[src/rtl/rcui2c_pkg.sv]
// Shared types and constants for the RCU board-controller I2C master.
package rcui2c_pkg;

  typedef enum logic [6:0] {
    IDLE    = 7'b000_0001,
    START   = 7'b000_0010,
    TX_BYTE = 7'b000_0100,
    RX_BYTE = 7'b000_1000,
    ACK     = 7'b001_0000,
    STOP    = 7'b010_0000,
    ILLEGAL = 7'b100_0000
  } state_e;

  // Slot numbers match the TRU slave's slave_ack_flag so traces line up.
  localparam logic [5:0] SLOT_ADDR_ACK = 6'h08;
  localparam logic [5:0] SLOT_REG_ACK  = 6'h11;
  localparam logic [5:0] SLOT_HI_ACK   = 6'h1A;
  localparam logic [5:0] SLOT_LO_ACK   = 6'h23;
  localparam logic [5:0] SLOT_STOP     = 6'h24;

  function automatic logic [7:0] frame_byte(
    input logic [1:0]  idx,
    input logic        bcast,
    input logic [4:0]  card,
    input logic        rnw,
    input logic [7:0]  reg_addr,
    input logic [15:0] wdata
  );
    logic [7:0] b;
    case (idx)
      2'd0:    b = {1'b0, bcast, card, rnw};
      2'd1:    b = reg_addr;
      2'd2:    b = wdata[15:8];
      default: b = wdata[7:0];
    endcase
    return b;
  endfunction

endpackage

[src/rtl/rcui2c_qtick.sv]
// Quarter-bit timebase: q pulses every QTR_DIV cycles, p counts quarters 0..3.
module rcui2c_qtick #(
  parameter int unsigned QTR_DIV = 100
) (
  input  logic       clk_40m,
  input  logic       reset,
  input  logic       restart_i,
  input  logic       en_i,
  output logic       q_o,
  output logic [1:0] p_o
);

  localparam logic [9:0] CNT_MAX = 10'(QTR_DIV - 1);

  logic [9:0] cnt_q;
  logic [1:0] p_q;

  always_ff @(posedge clk_40m or negedge reset) begin
    if (!reset) begin
      cnt_q <= '0;
      p_q   <= '0;
    end else if (restart_i) begin
      cnt_q <= '0;
      p_q   <= '0;
    end else if (en_i) begin
      if (cnt_q == CNT_MAX) begin
        cnt_q <= '0;
        p_q   <= p_q + 2'd1;
      end else begin
        cnt_q <= cnt_q + 10'd1;
      end
    end
  end

  assign q_o = en_i && (cnt_q == CNT_MAX);
  assign p_o = p_q;

endmodule

[src/rtl/rcui2c_master.sv]
// I2C-style master issuing one 4-byte frame per command to the TRU/FEE board controller.
// Every FSM action happens on a quarter tick and sets the lines for the quarter that follows.
module rcui2c_master
  import rcui2c_pkg::*;
#(
  parameter int unsigned QTR_DIV = 100
) (
  input  logic        clk_40m,
  input  logic        reset,
  input  logic        cmd_start,
  input  logic        cmd_rnw,
  input  logic        cmd_bcast,
  input  logic [4:0]  cmd_card_addr,
  input  logic [7:0]  cmd_reg_addr,
  input  logic [15:0] cmd_wr_data,
  output logic        busy,
  output logic        done,
  output logic        ack_error,
  output logic [15:0] rd_data,
  output logic        scl_oe,
  output logic        sda_oe,
  input  logic        sda_i
);

  state_e      state_q;
  logic [5:0]  slot_q;
  logic [2:0]  bit_q;
  logic [1:0]  byte_q;
  logic [7:0]  tx_q;
  logic [15:0] rx_q;
  logic        rnw_q, bcast_q;
  logic [4:0]  card_q;
  logic [7:0]  reg_q;
  logic [15:0] wdata_q;
  logic        scl_oe_q, sda_oe_q, busy_q, done_q, ack_err_q;
  logic [15:0] rd_data_q;
  logic        sda_s1_q, sda_s2_q;

  logic        accept_d, tick_en_d, q_tick;
  logic [1:0]  phase;
  logic [1:0]  byte_d;
  logic [7:0]  addr_byte_d, next_byte_d;
  logic        next_tx_d, slave_ack_d, last_ack_d;

  // A command landing in the same cycle as done is dropped, not queued.
  assign accept_d    = (state_q == IDLE) && cmd_start && !done_q;
  assign tick_en_d   = (state_q != IDLE) && (state_q != ILLEGAL);
  assign byte_d      = byte_q + 2'd1;
  assign addr_byte_d = {1'b0, bcast_q, card_q, rnw_q};
  assign next_byte_d = frame_byte(byte_d, bcast_q, card_q, rnw_q, reg_q, wdata_q);
  assign next_tx_d   = !(rnw_q && byte_d[1]);
  assign slave_ack_d = !rnw_q || (slot_q == SLOT_ADDR_ACK) || (slot_q == SLOT_REG_ACK);
  assign last_ack_d  = (slot_q == SLOT_LO_ACK);

  rcui2c_qtick #(.QTR_DIV(QTR_DIV)) u_qtick (
    .clk_40m  (clk_40m),
    .reset    (reset),
    .restart_i(accept_d),
    .en_i     (tick_en_d),
    .q_o      (q_tick),
    .p_o      (phase)
  );

  always_ff @(posedge clk_40m or negedge reset) begin
    if (!reset) begin
      sda_s1_q <= 1'b1;
      sda_s2_q <= 1'b1;
    end else begin
      sda_s1_q <= sda_i;
      sda_s2_q <= sda_s1_q;
    end
  end

  always_ff @(posedge clk_40m or negedge reset) begin
    if (!reset) begin
      state_q   <= IDLE;
      slot_q    <= '0;
      bit_q     <= '0;
      byte_q    <= '0;
      tx_q      <= '0;
      rx_q      <= '0;
      rnw_q     <= 1'b0;
      bcast_q   <= 1'b0;
      card_q    <= '0;
      reg_q     <= '0;
      wdata_q   <= '0;
      scl_oe_q  <= 1'b0;
      sda_oe_q  <= 1'b0;
      busy_q    <= 1'b0;
      done_q    <= 1'b0;
      ack_err_q <= 1'b0;
      rd_data_q <= '0;
    end else begin
      done_q <= 1'b0;
      unique case (state_q)
        IDLE: begin
          if (accept_d) begin
            rnw_q     <= cmd_rnw;
            bcast_q   <= cmd_bcast;
            card_q    <= cmd_card_addr;
            reg_q     <= cmd_reg_addr;
            wdata_q   <= cmd_wr_data;
            busy_q    <= 1'b1;
            ack_err_q <= 1'b0;
            slot_q    <= '0;
            bit_q     <= '0;
            byte_q    <= '0;
            state_q   <= (cmd_bcast && cmd_rnw) ? ILLEGAL : START;
          end
        end

        ILLEGAL: begin
          busy_q    <= 1'b0;
          done_q    <= 1'b1;
          ack_err_q <= 1'b1;
          state_q   <= IDLE;
        end

        START: begin
          if (q_tick) begin
            case (phase)
              2'd0: sda_oe_q <= 1'b1;
              2'd2: scl_oe_q <= 1'b1;
              2'd3: begin
                tx_q     <= addr_byte_d;
                sda_oe_q <= ~addr_byte_d[7];
                state_q  <= TX_BYTE;
              end
              default: ;
            endcase
          end
        end

        TX_BYTE, RX_BYTE: begin
          if (q_tick) begin
            case (phase)
              2'd0: scl_oe_q <= 1'b0;
              2'd2: begin
                scl_oe_q <= 1'b1;
                if (state_q == RX_BYTE) rx_q <= {rx_q[14:0], sda_s2_q};
              end
              2'd3: begin
                slot_q <= slot_q + 6'd1;
                if (bit_q == 3'd7) begin
                  // Master drives ACK only after the read high byte; the low byte gets NACK.
                  state_q  <= ACK;
                  sda_oe_q <= rnw_q && ((slot_q + 6'd1) == SLOT_HI_ACK);
                end else begin
                  bit_q    <= bit_q + 3'd1;
                  tx_q     <= {tx_q[6:0], 1'b0};
                  sda_oe_q <= (state_q == TX_BYTE) ? ~tx_q[6] : 1'b0;
                end
              end
              default: ;
            endcase
          end
        end

        ACK: begin
          if (q_tick) begin
            case (phase)
              2'd0: scl_oe_q <= 1'b0;
              2'd2: begin
                scl_oe_q <= 1'b1;
                if (slave_ack_d && sda_s2_q) ack_err_q <= 1'b1;
              end
              2'd3: begin
                if (ack_err_q || last_ack_d) begin
                  state_q  <= STOP;
                  slot_q   <= SLOT_STOP;
                  sda_oe_q <= 1'b1;
                end else begin
                  slot_q <= slot_q + 6'd1;
                  byte_q <= byte_d;
                  bit_q  <= '0;
                  tx_q   <= next_byte_d;
                  if (next_tx_d) begin
                    state_q  <= TX_BYTE;
                    sda_oe_q <= ~next_byte_d[7];
                  end else begin
                    state_q  <= RX_BYTE;
                    sda_oe_q <= 1'b0;
                  end
                end
              end
              default: ;
            endcase
          end
        end

        STOP: begin
          if (q_tick) begin
            case (phase)
              2'd0: scl_oe_q <= 1'b0;
              2'd1: sda_oe_q <= 1'b0;
              2'd3: begin
                state_q <= IDLE;
                busy_q  <= 1'b0;
                done_q  <= 1'b1;
                if (rnw_q && !ack_err_q) rd_data_q <= rx_q;
              end
              default: ;
            endcase
          end
        end

        default: begin
          state_q  <= IDLE;
          scl_oe_q <= 1'b0;
          sda_oe_q <= 1'b0;
          busy_q   <= 1'b0;
        end
      endcase
    end
  end

  assign busy      = busy_q;
  assign done      = done_q;
  assign ack_error = ack_err_q;
  assign rd_data   = rd_data_q;
  assign scl_oe    = scl_oe_q;
  assign sda_oe    = sda_oe_q;

endmodule

[config.mk]
export PLATFORM = sky130hd
export DESIGN_NAME = rcui2c_master
export DESIGN_NICKNAME = d
export VERILOG_FILES = /design/src/rtl/rcui2c_pkg.sv /design/src/rtl/rcui2c_qtick.sv /design/src/rtl/rcui2c_master.sv
export SDC_FILE = /design/constraint.sdc
export NUM_CORES = 1
export LEC_CHECK = 0
export BUFFER_PORTS_ARGS = -buffer_cell sky130_fd_sc_hd__buf_2
export CORE_MARGIN = 1.5
export CORE_UTILIZATION = 50
export DETAILED_ROUTE_END_ITERATION = 12
export MAX_ROUTING_LAYER = met4
export PLACE_DENSITY = 0.72
export SLEW_MARGIN = 25
export SYNTH_ARGS = -nofsm -noshare
export SYNTH_HDL_FRONTEND = slang
export SYNTH_SLANG_ARGS = --single-unit
[constraint.sdc]
create_clock -name clk_40m -period 3.32 [get_ports clk_40m]
set_input_delay 0.664 -clock clk_40m [delete_from_list [all_inputs] [get_ports clk_40m]]
set_output_delay 0.664 -clock clk_40m [all_outputs]
set_load 0.02 [all_outputs]
==> metrics list <==
- CTS tree: yes
* Pre-Repair DR Iteration Count: 5
- Global-route track usage on met2: 0.337
- Cell chain of the critical path: ha_1, nor3b_1, nand3_1, nor2_1, nand4_2, mux2_2
- Peak clock frequency supported by timing: 0.362 GHz
* Design internal power: 2.52 mW
- Fin cells: 719
- Clock period minus final worst setup slack: 2760 ps
- Dividing the detail-routed via count by the number of cells gives 5.80.
- Psw: 1.69 mW
* Final number of hold-violating endpoints: 0
- After clock tree synthesis, the clock-pin slew on the worst setup and hold paths is 110 ps.
* RSZ-0062 raised after global routing: no
- Total of hold buffers inserted after clock tree synthesis: 0
* Clk pwr share: 0.188
- Synthesized area per cell: 10.2 µm²
- Together, buffers and inverters on the worst path number 0.
- Synthesis produced a netlist with a net count of 580.
- Of the available clock period, the critical path in the final layout requires 0.832.
* Number of placed instances, taps included: 703
* GR met3 Demand/Resource: 0.0424
- Final #Nets: 627
- For this configuration, the core starts out at a cell density of 0.522.
- Of the total synthesized cell area, the portion taken by AND, OR, NAND and NOR gates is 0.211.
* Outcome: complete, no violations
- The count of pins over their slew limit was 0.
* I/O pin cnt: 56
- For this run the aggregate overflow at the end of global routing stands at 0.
- The repair_antennas step left the layout with diodes totalling 0.
* Xor-xnor portion of the synthesized cell area: 0.0129
- After synthesis, the share of cell area in mux cells is 0.104.
- The critical path starts at u_qtick.cnt_q[0].
- Share of power burned in combinational logic: 0.372
* Multi-input gate area in the final layout: 0.00258 mm²
- Fraction of final layout cells with drive strength greater than 1: 0.249
- Distinct cells, synth: 66
* Clock root buffer: sky130_fd_sc_hd__clkbuf_8
* Area share of fa/ha/maj cells after synthesis: 0.0322
- Entering global routing, the biggest net connects 54 pins.
- The cell family contributing the most delay on the critical path is simple AND/OR/NAND/NOR gates.
- In the final routed layout, each cell accounts on average for 16.9 µm.
- Row count: 37
- Cell type with the highest aggregate area in the netlist: sky130_fd_sc_hd__dfrtp_1
- GPL Wtd Cong: 0.969
- Vias: 4173
- First-iteration detailed-routing DRC count: 324
- The clock reaches the later pin of the worst-skew pair after 370 ps.
* Setup violations, final: 0
- Required time at the worst-slack endpoint: 3570 ps
* Global-route total usage across every layer: 0.228
- Maximum level of the CTS H-tree: 3
* CTS sink count: 107
* Static leakage: 3.00 nW
* Largest fanout of any net on the critical path: 16
- Worst vdd rail ir drop: 0.290 mV
- In this run the remaining antenna-violating nets after routing total 0.
* Util after Layout: 0.579
* Final HPWL from detailed placement: 8810 µm
- Summing all flip-flop and latch instances after layout gives 0.00268 mm².
- Number of global-route vias before repair: 3974
- The share of synthesized area in the top cell type comes to 0.479.
- Counting flops with a built-in enable in the synthesized netlist gives 0.
- The first global-routing pass estimated 19900 µm of wire.
- Port-buffer cells: 55
* Drt drc: 0
- In this design, the stage delay of the slowest critical-path cell is 520 ps.
* Complex-gate fraction of the synthesized area: 0.115
* DIE WIDTH: 107 µm
* Most numerous cell types in the synthesized netlist: 121 x sky130_fd_sc_hd__nand2_1, 104 x sky130_fd_sc_hd__dfrtp_1, 35 x sky130_fd_sc_hd__mux2_2, 28 x sky130_fd_sc_hd__nor2_1, 21 x sky130_fd_sc_hd__nand3_1
* Slowest library cell on the worst path: sky130_fd_sc_hd__nand4_2
- Sequential fraction of the synthesis area: 0.493
* Setup_tns: 0 ps
- The clock passes through at most 2 buffers.
- Of the total power, the share spent switching nets is 0.401.
- STA classifies the critical path endpoint as a flip-flop.
- Detailed Route WL: 12200 µm
* Dominant combinational cell family by area after synthesis: simple AND/OR/NAND/NOR gates
- The die covers 0.0115 mm².
- The filler cells instantiated in the layout total 918.
- The setup path with the least slack is of type flip-flop to flip-flop.
- Post-synthesis sequential element count: 107
- Met1 capacity usage during global routing: 0.325
* Worst slew margin: 0.412
- Max Clock Skew: 12.5 ps
* CORE AREA: 0.0104 mm²
* Primary FF master, synth: sky130_fd_sc_hd__dfrtp_1
- Buffers inserted during clock tree synthesis total 9.
* Total power density per cell area: 697 mW/mm²
- At the worst endpoint, the arrival time is 3010 ps.
* Overall power: 4.20 mW
- Top area cells in the synthesized netlist: sky130_fd_sc_hd__dfrtp_1 48%, sky130_fd_sc_hd__nand2_1 8.4%, sky130_fd_sc_hd__mux2_2 7.3%, sky130_fd_sc_hd__ha_1 3.2%, sky130_fd_sc_hd__mux2_4 2.8%
- Area added between synthesis and finish: 11.0%
- Minimum setup slack after placement: 590 ps
- The share of total power dissipated in sequential elements is 0.440.
- Cell with the most instances after synthesis: sky130_fd_sc_hd__nand2_1
- The tightest min-delay check is of the input port to async pin type.
* Combined area of all synthesized cells: 0.00543 mm²
* Setup fix buffers added after clock tree synthesis: 0
- After synthesis, the share of flip-flops with an asynchronous set or reset is 1.00.
* Syn Inst Count: 531
- At the pin with the least slew margin, the transition time is 879 ps.
* Type of element launching the critical path: flip-flop
- Launching point of the worst reg2reg path: u_qtick.cnt_q[0]
- Antenna violations before repair: 0
- Max-cap violations in this run came to 0.
* Post-CTS Resized: 0
* Die H: 107 µm
* Slack of the critical path: 559 ps
- The Yosys step of the flow raised 0 warnings.
- Gr busiest metal: met2
[cell usage in the layout (no fill, tap or decap), types with 10 or more instances in the layout]
master,Yosys,final
sky130_fd_sc_hd__buf_2,9,54
sky130_fd_sc_hd__buf_4,0,10
sky130_fd_sc_hd__clkbuf_8,0,12
sky130_fd_sc_hd__dfrtp_1,104,104
sky130_fd_sc_hd__ha_1,14,14
sky130_fd_sc_hd__inv_1,10,10
sky130_fd_sc_hd__mux2_2,35,35
sky130_fd_sc_hd__mux2_4,10,10
sky130_fd_sc_hd__nand2_1,121,121
sky130_fd_sc_hd__nand3_1,21,21
sky130_fd_sc_hd__nor2_1,28,27
sky130_fd_sc_hd__nor3_1,13,13
[power by group through the flow]
stage               logic (mW)  registers [mW]  clock network (mW)
floorplan                 1.19            1.76                   0
global placement          1.51            1.86                   0
detailed placement        1.54            1.87                   0
CTS                       1.55            1.84               0.810
global route              1.74            1.88               0.864
finish                    1.56            1.85               0.790
[metrics by stage]
step	cell area, µm²	hold WS, ps
6_report	6030	321
3_5_place_dp	5840	347
3_3_place_gp	5840	347
2_1_floorplan	5430	345
5_1_grt	6030	350
4_1_cts	6030	344
[path summary, 6_finish.rpt]
kind                              end  slack (ps)  cells after the start
setup / recovery             rx_q[12]         560                      6
hold / removal             rd_data[8]         320                      1
setup reg to reg             rx_q[12]         560                      6
hold reg to reg              sda_s2_q         360                      0
max in group asynchronous  state_q[2]        2240                      2
min in group clk_40m         sda_s2_q         360                      0
[state kept, by name, summed over array words and instances, names as in the netlist]
register and flops:
rd_data 16, rx_q 16, wdata_q 16, u_qtick.cnt_q 10
reg_q 8, state_q 7, tx_q 7, slot_q 6
card_q 5, bit_q 3, byte_q 2, u_qtick.p_o 2
ack_error 1, bcast_q 1, busy 1, done 1
rnw_q 1, scl_oe 1, sda_oe 1, sda_s1_q 1
sda_s2_q 1
[final cells by class]
type	instances	area share
clock inverters	4	0.00498
clock buffers	12	0.0274
multi-input cells	385	0.428
inverters	10	0.00622
well taps	136	0.0282
flip-flops and latches	107	0.445
repair buffers	65	0.0606
[worst reg2reg max path: stages, from the launching register on]
cell                      delay [ps]
sky130_fd_sc_hd__dfrtp_1         390
sky130_fd_sc_hd__ha_1            240
sky130_fd_sc_hd__nor3b_1         380
sky130_fd_sc_hd__nand3_1         220
sky130_fd_sc_hd__nor2_1          430
sky130_fd_sc_hd__nand4_2         520
sky130_fd_sc_hd__mux2_2          470
[cells by family (layout without fill, tap and decap cells)]
logic type | Yosys count | in the layout
AND/OR/NAND/NOR | 235 | 235
flip-flops | 107 | 107
AO/OA/AOI/OAI | 81 | 81
multiplexers | 47 | 47
buffers and inverters | 39 | 91
adder cells (fa/ha/maj) | 14 | 14
XOR/XNOR | 8 | 8
[per-layer routing]
layer | up-vias | part of all wire
met1 | 2051 | 0.48
met3 | 7 | 0.050
met4 | 0 | 0.0089
li1 | 1988 | -
met5 | - | 0
met2 | 127 | 0.46
Power figures use the tool's default switching activity.
